[src/rtl/nibble_serial_adder_ctrl_if.sv]
`default_nettype none
// ============================================================================
// Module      : nibble_serial_adder_ctrl_if
// Description : Operand/result valid-ready bundle for nibble_serial_adder_ctrl.
//               The op port exists only when NIBBLE_SERIAL_ADDER_SUB_EN is set.
// Revision    : 1.0 - initial release
// ============================================================================
interface nibble_serial_adder_ctrl_if #(
    parameter int W = 16
);
    logic         in_valid;
    logic         in_ready;
    logic [W-1:0] a;
    logic [W-1:0] b;
    logic         ci;
`ifdef NIBBLE_SERIAL_ADDER_SUB_EN
    logic         op;
`endif
    logic         out_valid;
    logic         out_ready;
    logic [W-1:0] sum;
    logic         co;
    logic         busy;

`ifdef NIBBLE_SERIAL_ADDER_SUB_EN
    modport master (
        output in_valid, a, b, ci, op, out_ready,
        input  in_ready, out_valid, sum, co, busy
    );
    modport slave (
        input  in_valid, a, b, ci, op, out_ready,
        output in_ready, out_valid, sum, co, busy
    );
`else
    modport master (
        output in_valid, a, b, ci, out_ready,
        input  in_ready, out_valid, sum, co, busy
    );
    modport slave (
        input  in_valid, a, b, ci, out_ready,
        output in_ready, out_valid, sum, co, busy
    );
`endif
endinterface
`default_nettype wire

[src/rtl/nibble_serial_adder_ctrl.sv]
`default_nettype none
// ============================================================================
// Module      : nibble_serial_adder_ctrl
// Description : W-bit adder built from one 4-bit ripple slice, one nibble per
//               clock, LSB nibble first. NIBBLE_SERIAL_ADDER_SUB_EN adds a - b.
// Revision    : 1.0 - initial release
// ============================================================================
module nibble_serial_adder_ctrl #(
    parameter int NIBBLES = 4
) (
    input  wire logic                 clk,
    input  wire logic                 rst,
    nibble_serial_adder_ctrl_if.slave bus
);
    localparam int         W      = 4 * NIBBLES;
    localparam logic [1:0] c_IDLE = 2'd0;
    localparam logic [1:0] c_RUN  = 2'd1;
    localparam logic [1:0] c_DONE = 2'd2;
    localparam logic [3:0] c_LAST = 4'(NIBBLES - 1);

    logic [1:0]   state_q,  state_d;
    logic [W-1:0] a_sh_q,   a_sh_d;
    logic [W-1:0] b_sh_q,   b_sh_d;
    logic [W-1:0] sum_sh_q, sum_sh_d;
    logic         carry_q,  carry_d;
    logic [3:0]   cnt_q,    cnt_d;

    logic [3:0]   w_slice_sum;
    logic         w_slice_co;
    logic [W-1:0] w_b_load;
    logic         w_carry_load;

    // Four chained full adders; the inter-nibble carry lives only in carry_q.
    always_comb begin
        logic c;
        c           = carry_q;
        w_slice_sum = 4'd0;
        for (int i = 0; i < 4; i++) begin
            w_slice_sum[i] = a_sh_q[i] ^ b_sh_q[i] ^ c;
            c              = (a_sh_q[i] & b_sh_q[i]) | (c & (a_sh_q[i] ^ b_sh_q[i]));
        end
        w_slice_co = c;
    end

`ifdef NIBBLE_SERIAL_ADDER_SUB_EN
    assign w_b_load     = bus.op ? ~bus.b : bus.b;
    assign w_carry_load = bus.op ? 1'b1   : bus.ci;
`else
    assign w_b_load     = bus.b;
    assign w_carry_load = bus.ci;
`endif

    always_ff @(posedge clk) begin
        if (rst) begin
            state_q  <= c_IDLE;
            a_sh_q   <= '0;
            b_sh_q   <= '0;
            sum_sh_q <= '0;
            carry_q  <= 1'b0;
            cnt_q    <= 4'd0;
        end else begin
            state_q  <= state_d;
            a_sh_q   <= a_sh_d;
            b_sh_q   <= b_sh_d;
            sum_sh_q <= sum_sh_d;
            carry_q  <= carry_d;
            cnt_q    <= cnt_d;
        end
    end

    always_comb begin
        state_d  = state_q;
        a_sh_d   = a_sh_q;
        b_sh_d   = b_sh_q;
        sum_sh_d = sum_sh_q;
        carry_d  = carry_q;
        cnt_d    = cnt_q;
        case (state_q)
            c_IDLE: begin
                if (bus.in_valid) begin
                    a_sh_d  = bus.a;
                    b_sh_d  = w_b_load;
                    carry_d = w_carry_load;
                    cnt_d   = 4'd0;
                    state_d = c_RUN;
                end
            end
            c_RUN: begin
                a_sh_d   = a_sh_q >> 4;
                b_sh_d   = b_sh_q >> 4;
                sum_sh_d = (sum_sh_q >> 4) | (W'(w_slice_sum) << (W - 4));
                carry_d  = w_slice_co;
                cnt_d    = cnt_q + 4'd1;
                if (cnt_q == c_LAST) begin
                    state_d = c_DONE;
                end
            end
            c_DONE: begin
                if (bus.out_ready) begin
                    state_d = c_IDLE;
                end
            end
            default: state_d = c_IDLE;
        endcase
    end

    // Result is gated so partial sums never appear outside DONE.
    always_comb begin
        bus.in_ready  = (state_q == c_IDLE);
        bus.out_valid = (state_q == c_DONE);
        bus.busy      = (state_q != c_IDLE);
        bus.sum       = (state_q == c_DONE) ? sum_sh_q : '0;
        bus.co        = (state_q == c_DONE) & carry_q;
    end
endmodule
`default_nettype wire

[src/flat_wrapper.sv]
// flat-port wrapper written by rule: the top's interface ports become plain ports
module nibble_serial_adder_ctrl_flat 
#(
    parameter int NIBBLES = 4
)
  (clk, rst, bus_in_valid, bus_a, bus_b, bus_ci, bus_out_ready, bus_in_ready, bus_out_valid, bus_sum, bus_co, bus_busy);
  nibble_serial_adder_ctrl_if #(.W(16)) bus_i ();
  input  wire logic clk;
  input  wire logic rst;
  input wire logic [$bits(bus_i.in_valid)-1:0] bus_in_valid;
  input wire logic [$bits(bus_i.a)-1:0] bus_a;
  input wire logic [$bits(bus_i.b)-1:0] bus_b;
  input wire logic [$bits(bus_i.ci)-1:0] bus_ci;
  input wire logic [$bits(bus_i.out_ready)-1:0] bus_out_ready;
  output wire logic [$bits(bus_i.in_ready)-1:0] bus_in_ready;
  output wire logic [$bits(bus_i.out_valid)-1:0] bus_out_valid;
  output wire logic [$bits(bus_i.sum)-1:0] bus_sum;
  output wire logic [$bits(bus_i.co)-1:0] bus_co;
  output wire logic [$bits(bus_i.busy)-1:0] bus_busy;
  assign bus_i.in_valid = bus_in_valid;
  assign bus_i.a = bus_a;
  assign bus_i.b = bus_b;
  assign bus_i.ci = bus_ci;
  assign bus_i.out_ready = bus_out_ready;
  assign bus_in_ready = bus_i.in_ready;
  assign bus_out_valid = bus_i.out_valid;
  assign bus_sum = bus_i.sum;
  assign bus_co = bus_i.co;
  assign bus_busy = bus_i.busy;
  nibble_serial_adder_ctrl #(.NIBBLES(NIBBLES)) u_core (.clk(clk), .rst(rst), .bus(bus_i));
endmodule
[config.mk]
export PLATFORM = sky130hd
export DESIGN_NAME = nibble_serial_adder_ctrl_flat
export DESIGN_NICKNAME = d
export VERILOG_FILES = /design/src/rtl/nibble_serial_adder_ctrl_if.sv /design/src/rtl/nibble_serial_adder_ctrl.sv /design/src/flat_wrapper.sv
export SDC_FILE = /design/constraint.sdc
export NUM_CORES = 1
export LEC_CHECK = 0
export BUFFER_PORTS_ARGS = -buffer_cell sky130_fd_sc_hd__buf_2
export CAP_MARGIN = 15
export CORE_MARGIN = 8
export CORE_UTILIZATION = 45
export CTS_BUF_LIST = sky130_fd_sc_hd__clkbuf_8
export DETAILED_ROUTE_END_ITERATION = 12
export PLACE_DENSITY = 0.68
export SLEW_MARGIN = 40
export SYNTH_ARGS = -nofsm -noshare
export SYNTH_HDL_FRONTEND = slang
export SYNTH_SLANG_ARGS = --single-unit
export TNS_END_PERCENT = 1
[constraint.sdc]
create_clock -name clk -period 6.3 [get_ports clk]
set_clock_uncertainty 0.1 [all_clocks]
set_input_delay 0.315 -clock clk [delete_from_list [all_inputs] [get_ports clk]]
set_output_delay 0.315 -clock clk [all_outputs]
set_load 0.005 [all_outputs]
==> results.yml <==
global_route:
  grt_pass1_wl_um: 11000
  gr-total-overflow: 0
  grt_max_degree: 57
  grt_pass1_vias: 2457
  track_usage_pct: 14.9
  antenna_found_initial: 0
placement:
  hpwl_um: 4240
  dpl-instance-area_mm2: 0.00302
  dpl.cell_count: 455
  io_buffers: 56
  pre_cts_ws_ps: 4030
  place.gp.congestion: 0.711
sta:
  layout_setup_ws_ps: 4020
  hold_viol: 0
  min_period_ps: 2280
  fin_setup_tns_ps: 0
  clock.fmax_mhz: 439
  rsz0062_at_grt: "false"
  slew_violations: 0
  max-slew-margin-rel_pct: 57.9
  fin_crit_sh_pct: 36.2
  setup_viol: 0
  tightestPinTransition_ps: 630
synth:
  async_reset_ff_share_pct: 0
  yosysWarnings: 0
  synth_top_family_by_area: "compound AO/OA/AOI/OAI gates"
  ys_seq_area_share_pct: 39.7
  yosys-top-cells-area: "dfxtp_1 40%, a21oi_1 10%, o221a_2 7.3%"
  muxShareOfSynthArea_pct: 0.361
  synth_edf_count: 0
  synth_compound_area_share_pct: 26.5
  syn_area_mm2: 0.00277
  yosys.area_share.simple_pct: 20.7
  synth_cell_types: 33
  synth_xor_area_share_pct: 0
  avgSynthCellArea_um2: 7.85
  yosysTopAreaCell: "dfxtp_1"
  ys.flop_type: "dfxtp_1"
  netlist_instances: 353
  synth_nets: 395
  synth-seq-cells: 55
  yosysTopAreaCellShare_pct: 39.7
  synth_adder_area_share_pct: 3.34
clock_tree:
  postCtsSetupBuffers: 0
  cts_max_level: 2
  cts_made_buffers: 5
  clockBufferDepth: 2
  cts.repair.resized: 0
  clk_latency_ps: 310
  root_buffer: "clkbuf_8"
  cts.sinks: 55
  hold_buffers: 0
  clkTransAtPathRegs_ps: 100
  cts_tree: "yes"
critical_path:
  rr_startpoint: "u_core.carry_q"
  critPathCapture: "u_core.sum_sh_q[15]"
  worstSetupStartpoint: "u_core.carry_q"
  crit_arrival_ps: 2400
  start_kind: "register"
  required_ps: 6420
  reg2reg_depth: 8
  crit_path_end_kind: "register"
  crit_type: "register to register"
  slowest_delay_ps: 420
  crit_top_cell: "fa_1"
  cp_slowest_cell: "fa_1"
  cp_max_fo: 4
  reg2reg_slack_ps: 4020
  r2r-end: "u_core.sum_sh_q[15]"
  crit_chain: "fa_1, inv_1, fa_1, inv_1, fa_1, inv_1, fa_1, a211oi_1"
finish:
  drive_gt1_share_pct: 22.7
  final_cell_mix: "58 x a21oi_1, 55 x buf_2, 55 x dfxtp_1, 44 x nor2_1, 37 x nand2_1"
  area_delta_synth_final_pct: 12.0
  design_area_mm2: 0.00310
  final_nets: 429
  num_antenna_cells: 0
  layout_commonest_cell: "a21oi_1"
  fin_cells: 463
drt:
  route.detailed.drc: 0
  wl_per_cell_um: 14.4
  vias: 2493
  first_pass_iters: 4
  via_per_inst: 5.38
  antenna_left: 0
  drt_iter0_markers: 108
  routed_wl_um: 6660
worst_hold_path:
  hold_path_class: "input pin to register"
floorplanning:
  die_y_um: 94.5
  die_area_mm2: 0.00892
  die_w_um: 94.5
  rows: 28
  core_mm2: 0.00592
  initial_core_util_pct: 46.8
  ios: 57
power_and_ir_drop:
  max-vdd-ir-drop_uv: 140
  leakagePower_uw: 0.00134
  pwr-share-comb_pct: 15.1
  switching_power_uw: 187
  pwr-share-seq_pct: 57.1
  sw_frac_of_total_pct: 27.7
  p_int_uw: 490
  power.density_mw_per_mm2: 218
  power.total_uw: 677
  clockPowerShare_pct: 27.8
job:
  maxCapViolCount: 0
run_status:
  status: "finished clean"
## cells by family after synthesis
group           after synthesis
compound gates              109
fa+ha+maj                     5
buf+inv                      60
flops                        55
mux                           1
simple gates                123
## worst max-delay path, delay by kind of cell, from the launching register on
kind | cells | cell delay [ps]
compound gates | 1 | 210
buf+inv | 3 | 190
fa+ha+maj | 4 | 1330
flops | 1 | 360
## power by group through the flow
stage	Sequential [uW]	Clock, uW	Combinational, uW
after global routing	390	203	117
after global placement	393	0	99.6
after CTS	386	192	103
after floorplan	389	0	77.7
after detailed placement	394	0	102
final	386	188	102
## metrics by stage
stage | util [%] | hold slack [ps]
after floorplan | - | 332
after global routing | 52.4 | 185
final | 52.4 | 170
after global placement | 51.0 | 342
after detailed placement | 51.0 | 343
after CTS | 52.4 | 164
## worst min-delay path by stage
stage | startpoint | to | slack [ps] | cells past startpoint
final | bus_a[14] | u_core.a_sh_q[14] | 170 | 3
after global routing | bus_a[15] | u_core.a_sh_q[15] | 190 | 3
after CTS | bus_a[14] | u_core.a_sh_q[14] | 160 | 3
after detailed placement | u_core.sum_sh_q[3] | u_core.sum_sh_q[3] | 340 | 2
after global placement | u_core.sum_sh_q[1] | u_core.sum_sh_q[1] | 340 | 2
after floorplan | u_core.sum_sh_q[0] | u_core.sum_sh_q[0] | 330 | 2
## synthesized netlist by cell type (3+ instances only)
cell type / n
nor2_1: 44
nor2b_1: 17
dfxtp_1: 55
clkbuf_1: 13
inv_1: 27
a211oi_1: 3
o22ai_1: 15
nand2_1: 37
and2_1: 17
buf_2: 14
fa_1: 4
a21oi_1: 58
o221a_2: 18
a2111oi_0: 4
buf_1: 3
## per-layer routing
| layer | up-vias | track usage, % | part of all wire [%] |
|---|---|---|---|
| met5 | - | 0 | 0 |
| met1 | 1145 | 18.6 | 47 |
| li1 | 1265 | - | - |
| met4 | 0 | 5.20 | 1.8 |
| met3 | 12 | 3.81 | 7.1 |
| met2 | 71 | 24.5 | 44 |
## layout make-up
type / count / area [um^2]
fillers: 584 / 2820
clock buffers: 5 / 68.8
clock inverters: 3 / 12.5
repair buffers: 60 / 313
flip-flops and latches: 55 / 1100
multi-input cells: 238 / 1410
well taps: 75 / 93.8
inverters: 27 / 101
## state kept, by name, indices dropped and copies added, names as in the netlist
name,flops
u_core.carry_q,1
u_core.b_sh_q,16
u_core.a_sh_q,16
u_core.cnt_q,4
u_core.sum_sh_q,16
u_core.state_q,2
No activity file was read; power rests on OpenSTA's default activity.
